--- src/rtl/video_sync_detect.sv ---
// Video sync detector: measures hs/vs timing, locks onto 260/312-line frames
// and produces active-area pixel coordinates and blanking flags.
module video_sync_detect #(
    parameter int HS_TO_ACTIVE = 208,
    parameter int H_ACTIVE     = 720,
    parameter int VS_TO_ACTIVE = 30,
    parameter int LINE_MIN     = 960,
    parameter int LINE_MAX     = 1088
) (
    input  logic        i_clk,
    input  logic        i_rst,
    input  logic        i_pix_stb,
    input  logic        i_hs,
    input  logic        i_vs,
    output logic [10:0] o_x,
    output logic [8:0]  o_y,
    output logic        o_hblank,
    output logic        o_vblank,
    output logic        o_active,
    output logic        o_frame_start,
    output logic        o_locked,
    output logic        o_ntsc,
    output logic [10:0] o_line_len,
    output logic [9:0]  o_frame_lines,
    output logic        o_err
);

    localparam logic [10:0] H_FIRST = 11'(HS_TO_ACTIVE);
    localparam logic [10:0] H_LAST  = 11'(HS_TO_ACTIVE + H_ACTIVE - 1);
    localparam logic [9:0]  V_FIRST = 10'(VS_TO_ACTIVE);
    localparam logic [10:0] L_MIN   = 11'(LINE_MIN);
    localparam logic [10:0] L_MAX   = 11'(LINE_MAX);

    typedef enum logic [1:0] {SEARCH, LINE_OK, LOCKED} state_t;

    state_t      state, state_next;
    logic        err_next;
    logic        hs_q, vs_q, pending;
    logic [10:0] h_cnt, new_len;
    logic [9:0]  v_cnt, new_frame;
    logic        hs_fall, vs_fall, frame_evt;
    logic        line_good, line_same, frame_std, frame_same, violation;
    logic        h_in, v_in;
    logic [9:0]  v_rows, v_last;

    assign hs_fall   = i_pix_stb & hs_q & ~i_hs;
    assign vs_fall   = i_pix_stb & vs_q & ~i_vs;
    // A vs edge landing on the same strobe as an hs edge is consumed immediately.
    assign frame_evt = hs_fall & (pending | vs_fall);
    assign new_len   = h_cnt + 11'd1;
    assign new_frame = v_cnt + 10'd1;

    // NOTE: sequential state uses non-blocking assignments so every register
    // samples the pre-edge values, regardless of statement order.
    always_ff @(posedge i_clk) begin
        if (i_rst) begin
            hs_q          <= 1'b1;
            vs_q          <= 1'b1;
            pending       <= 1'b0;
            h_cnt         <= '0;
            v_cnt         <= '0;
            o_line_len    <= '0;
            o_frame_lines <= '0;
            o_ntsc        <= 1'b0;
        end else begin
            if (i_pix_stb) begin
                hs_q <= i_hs;
                vs_q <= i_vs;
                if (hs_fall)
                    h_cnt <= '0;
                else if (h_cnt != 11'h7FF)
                    h_cnt <= h_cnt + 11'd1;
            end
            if (hs_fall)
                o_line_len <= new_len;
            if (frame_evt) begin
                v_cnt         <= '0;
                pending       <= 1'b0;
                o_frame_lines <= new_frame;
                if (new_frame == 10'd260)
                    o_ntsc <= 1'b1;
                else if (new_frame == 10'd312)
                    o_ntsc <= 1'b0;
            end else begin
                if (hs_fall && v_cnt != 10'h3FF)
                    v_cnt <= v_cnt + 10'd1;
                if (vs_fall)
                    pending <= 1'b1;
            end
        end
    end

    always_ff @(posedge i_clk) begin
        if (i_rst) begin
            state <= SEARCH;
            o_err <= 1'b0;
        end else begin
            state <= state_next;
            o_err <= err_next;
        end
    end

    // NOTE: every combinational output gets a default first so no path can
    // leave it unassigned and infer a latch.
    always_comb begin
        state_next = state;
        err_next   = 1'b0;
        line_good  = (new_len >= L_MIN) && (new_len <= L_MAX);
        line_same  = (new_len == o_line_len);
        frame_std  = (new_frame == 10'd260) || (new_frame == 10'd312);
        frame_same = (new_frame == o_frame_lines);
        violation  = (hs_fall && !(line_good && line_same))
                   || (frame_evt && !frame_same)
                   || (h_cnt == 11'h7FF);
        case (state)
            SEARCH:
                if (hs_fall && line_good && line_same)
                    state_next = LINE_OK;
            LINE_OK:
                if (violation) begin
                    state_next = SEARCH;
                    err_next   = 1'b1;
                end else if (frame_evt && frame_std) begin
                    state_next = LOCKED;
                end
            LOCKED:
                if (violation) begin
                    state_next = SEARCH;
                    err_next   = 1'b1;
                end
            default:
                state_next = SEARCH;
        endcase
    end

    assign o_locked = (state == LOCKED);

    always_comb begin
        h_in     = (h_cnt >= H_FIRST) && (h_cnt <= H_LAST);
        o_x      = h_in ? (h_cnt - H_FIRST) : '0;
        o_hblank = ~h_in;

        v_rows   = o_ntsc ? 10'd200 : 10'd256;
        v_last   = V_FIRST + v_rows - 10'd1;
        v_in     = (v_cnt >= V_FIRST) && (v_cnt <= v_last);
        if (v_in)
            o_y = 9'(v_cnt - V_FIRST);
        else if (v_cnt > v_last)
            o_y = 9'(v_rows - 10'd1);
        else
            o_y = '0;
        o_vblank = ~v_in;

        o_active      = h_in & v_in & o_locked;
        o_frame_start = (v_cnt == V_FIRST) && (h_cnt == H_FIRST) && i_pix_stb && o_locked;
    end

endmodule
--- config.mk ---
export PLATFORM = sky130hd
export DESIGN_NAME = video_sync_detect
export DESIGN_NICKNAME = d
export VERILOG_FILES = /design/src/rtl/video_sync_detect.sv
export SDC_FILE = /design/constraint.sdc
export NUM_CORES = 1
export LEC_CHECK = 0
export BUFFER_PORTS_ARGS = -buffer_cell sky130_fd_sc_hd__buf_2
export CAP_MARGIN = 10
export CORE_MARGIN = 2
export CORE_UTILIZATION = 60
export CTS_CLUSTER_DIAMETER = 40
export DETAILED_ROUTE_END_ITERATION = 10
export PLACE_DENSITY = 0.93
export RECOVER_POWER = 25
export SKIP_LAST_GASP = 1
export SLEW_MARGIN = 25
export SYNTH_ARGS = -nofsm -noshare
export SYNTH_HDL_FRONTEND = slang
export SYNTH_SLANG_ARGS = --single-unit
--- constraint.sdc ---
create_clock -name i_clk -period 7.8 [get_ports i_clk]
set_input_delay 0.39 -clock i_clk [delete_from_list [all_inputs] [get_ports i_clk]]
set_output_delay 0.39 -clock i_clk [all_outputs]
set_load 0.02 [all_outputs]
==> metrics <==
status finished clean; Vias 3599; # IOs 53; nets 524; core area 5850 um2; Cell Pwr Density 124 nW/um2; Unique masters post-synth 59; final worst path period share 44.3%; Post-Syn Nets 495; FF+latch count, synth 49; Fin Hold WS 0.297 ns; endpoints failing setup 0; clock tree buffer depth 2; clk root buf clkbuf_8; Synth Cell Area 3590 um2; wire per inst 16.5 um; Crit Path Max Fanout 14; DIE WIDTH 81.4 um; Site Rows 28; fmax 289 MHz; Worst Clk Skew 0.0113 ns; slowest stage delay, CP 0.64 ns; count of final hold-check violations 0; RSZ-0062 raised after global routing false; number of global-route vias before repair 3054; first-pass GRT wire length 14600 um; total global-route track usage 28.4%; setup bufs post-CTS 0; antenna violations before repair 0; worst r2r src v_cnt[0]$_SDFFE_PP0P_; largest net degree at the start of global routing 35; Mapped Cells 470; Hold Buf Count CTS 0; number of flops mapped to enable cells by yosys 0; initial drt markers 352; Setup Total Neg Slack 0 ns; DP Wirelength 6810 um; kind of end point of the critical path register; Worst-path clk slew 0.09 ns; register area share after synthesis 27.3%; worst setup path start v_cnt[0]$_SDFFE_PP0P_; static leakage 1.46 nW; Port Buffers 52; WL final 9490 um; CTS buffer count 5; Initial Util 61.4%; # Max-Cap Violations 0; Syn Area/Cell 7.65 um2; commonest cells after routing, fill and taps aside nor2_1 (61), dfxtp_1 (49), xnor2_1 (36), nand2_1 (35), a21oi_1 (32); Inserted Diodes 0; type of origin of the critical path register; Die Footprint 6620 um2; Relative slew margins 1.92%; DRC Markers 0; H-Tree Level Count 2; clk_lat worst skew 0.31 ns; First-pass DRT Iterations 5; RD Place Congestion 0.963; slowest CP cell nor3_1; Req. time, crit path 8.00 ns; minimum clock period 3.46 ns; hold wc startpoint i_vs; Synth async-reset ratio 0%; area grow syn2layout 7.97%; max-slew violations 0; Die H 81.4 um; worst path cell trace ha_1 -> nand3_2 -> nor3_1 -> xnor2_1 -> o221ai_1 -> or4_1 -> a221oi_2 -> a21boi_1 -> mux2i_1; CTS tree done; share of layout cells above drive strength 1 9.80%; Slew @ Worst Pin 1.47 ns; Max VDD drop 0.0000828 V; Primary FF master, synth dfxtp_1; critical path class register to register; YS warnings 0; antenna violation net count after detailed routing 0; grt total ovfl 0; detail-routed via count per cell 6.26; commonest non-fill, non-tap cell in the layout nor2_1; HP Class input pin to register; CTS resizes 0; clock net sink count 49; critical path arrival 3.65 ns
## flip-flops by register name (all words and copies together) (netlist names)
name	flops
vs_q	1
o_frame_lines	10
hs_q	1
state	2
o_line_len	11
o_err	1
h_cnt	11
pending	1
o_ntsc	1
v_cnt	10
## worst max-delay path: cells and delay by family (launching register included)
kind | cells | cell delay, ns
AND/OR/NAND/NOR | 3 | 1.41
XOR/XNOR | 1 | 0.20
multiplexers | 1 | 0.15
adder cells (fa/ha/maj) | 1 | 0.52
AO/OA/AOI/OAI | 3 | 0.52
flip-flops | 1 | 0.55
## cells by family (layout without fill, tap and decap cells)
kind of cell / Yosys count / count (layout) / synth area share [%]
buf+inv: 52 / 82 / 5.95
compound gates: 104 / 104 / 18.5
mux: 6 / 6 / 1.67
simple gates: 181 / 181 / 25.2
xor+xnor: 57 / 57 / 14.1
fa+ha+maj: 21 / 21 / 7.24
flops: 49 / 49 / 27.3
## worst paths after layout
path / endpoint / slack, ns / cells after the start
max: state[0]$_SDFFE_PP0P_ / 4.34 / 9
min: vs_q$_SDFFE_PP1P_ / 0.30 / 2
max reg2reg: state[0]$_SDFFE_PP0P_ / 4.34 / 9
min reg2reg: pending$_SDFFE_PP0P_ / 0.47 / 2
## routing by layer
metal  GRT usage (%)  part of all wire, %  vias to the layer above  routed length, um
li1                -                    -                     1703                  -
met1            39.7                   44                     1703               4150
met2            44.3                   46                      176               4390
met3            4.78                  8.6                       17                821
met4            9.32                  1.3                        0                125
met5               0                    0                        -                  0
## layout make-up
cell class / instances / area (um2)
Clock buffer: 6 / 72.6
Clock inverter: 2 / 10.0
Fill cell: 509 / 1970
Inverter: 20 / 75.1
Multi-Input combinational cell: 369 / 2400
Sequential cell: 49 / 981
Tap cell: 75 / 93.8
Timing Repair Buffer: 54 / 249
## report_power, final
group	leakage (nW)	total, W	internal, W	switching [W]
logic	1.01	0.0000606	0.0000219	0.0000387
registers	0.398	0.000268	0.000258	0.0000105
clock network	0.0450	0.000152	0.0000625	0.0000892
## metrics by stage
stage	util, %	total power (W)	cell area [um2]	setup slack, ns	cells
final	66.3	0.000481	3880	4.34	575
after global routing	66.3	0.000495	3880	4.18	575
after CTS	66.8	0.000481	3910	4.44	575
after detailed placement	65.4	0.000335	3820	4.48	567
after global placement	65.4	0.000332	3820	4.65	567
after floorplan	-	0.000316	3590	4.91	470
## synthesized netlist by cell type, types with 5 or more instances
cell type | number | area share, %
a211oi_1 | 20 | 4.2
a21oi_1 | 32 | 4.5
and3_1 | 10 | 1.7
buf_2 | 8 | 1.1
clkbuf_1 | 18 | 1.9
dfxtp_1 | 49 | 27
ha_1 | 20 | 7.0
inv_1 | 20 | 2.1
mux2i_1 | 6 | 1.7
nand2_1 | 35 | 3.7
nand2b_1 | 6 | 1.0
nand3_1 | 14 | 1.9
nand4_1 | 9 | 1.6
nor2_1 | 61 | 6.4
nor2b_1 | 6 | 1.0
nor3_1 | 10 | 1.4
nor4_1 | 5 | 0.87
o21ai_0 | 23 | 3.2
or3_1 | 5 | 0.87
xnor2_1 | 36 | 8.8
xor2_1 | 20 | 4.9
Note: power is estimated with default switching activity, not from simulation.
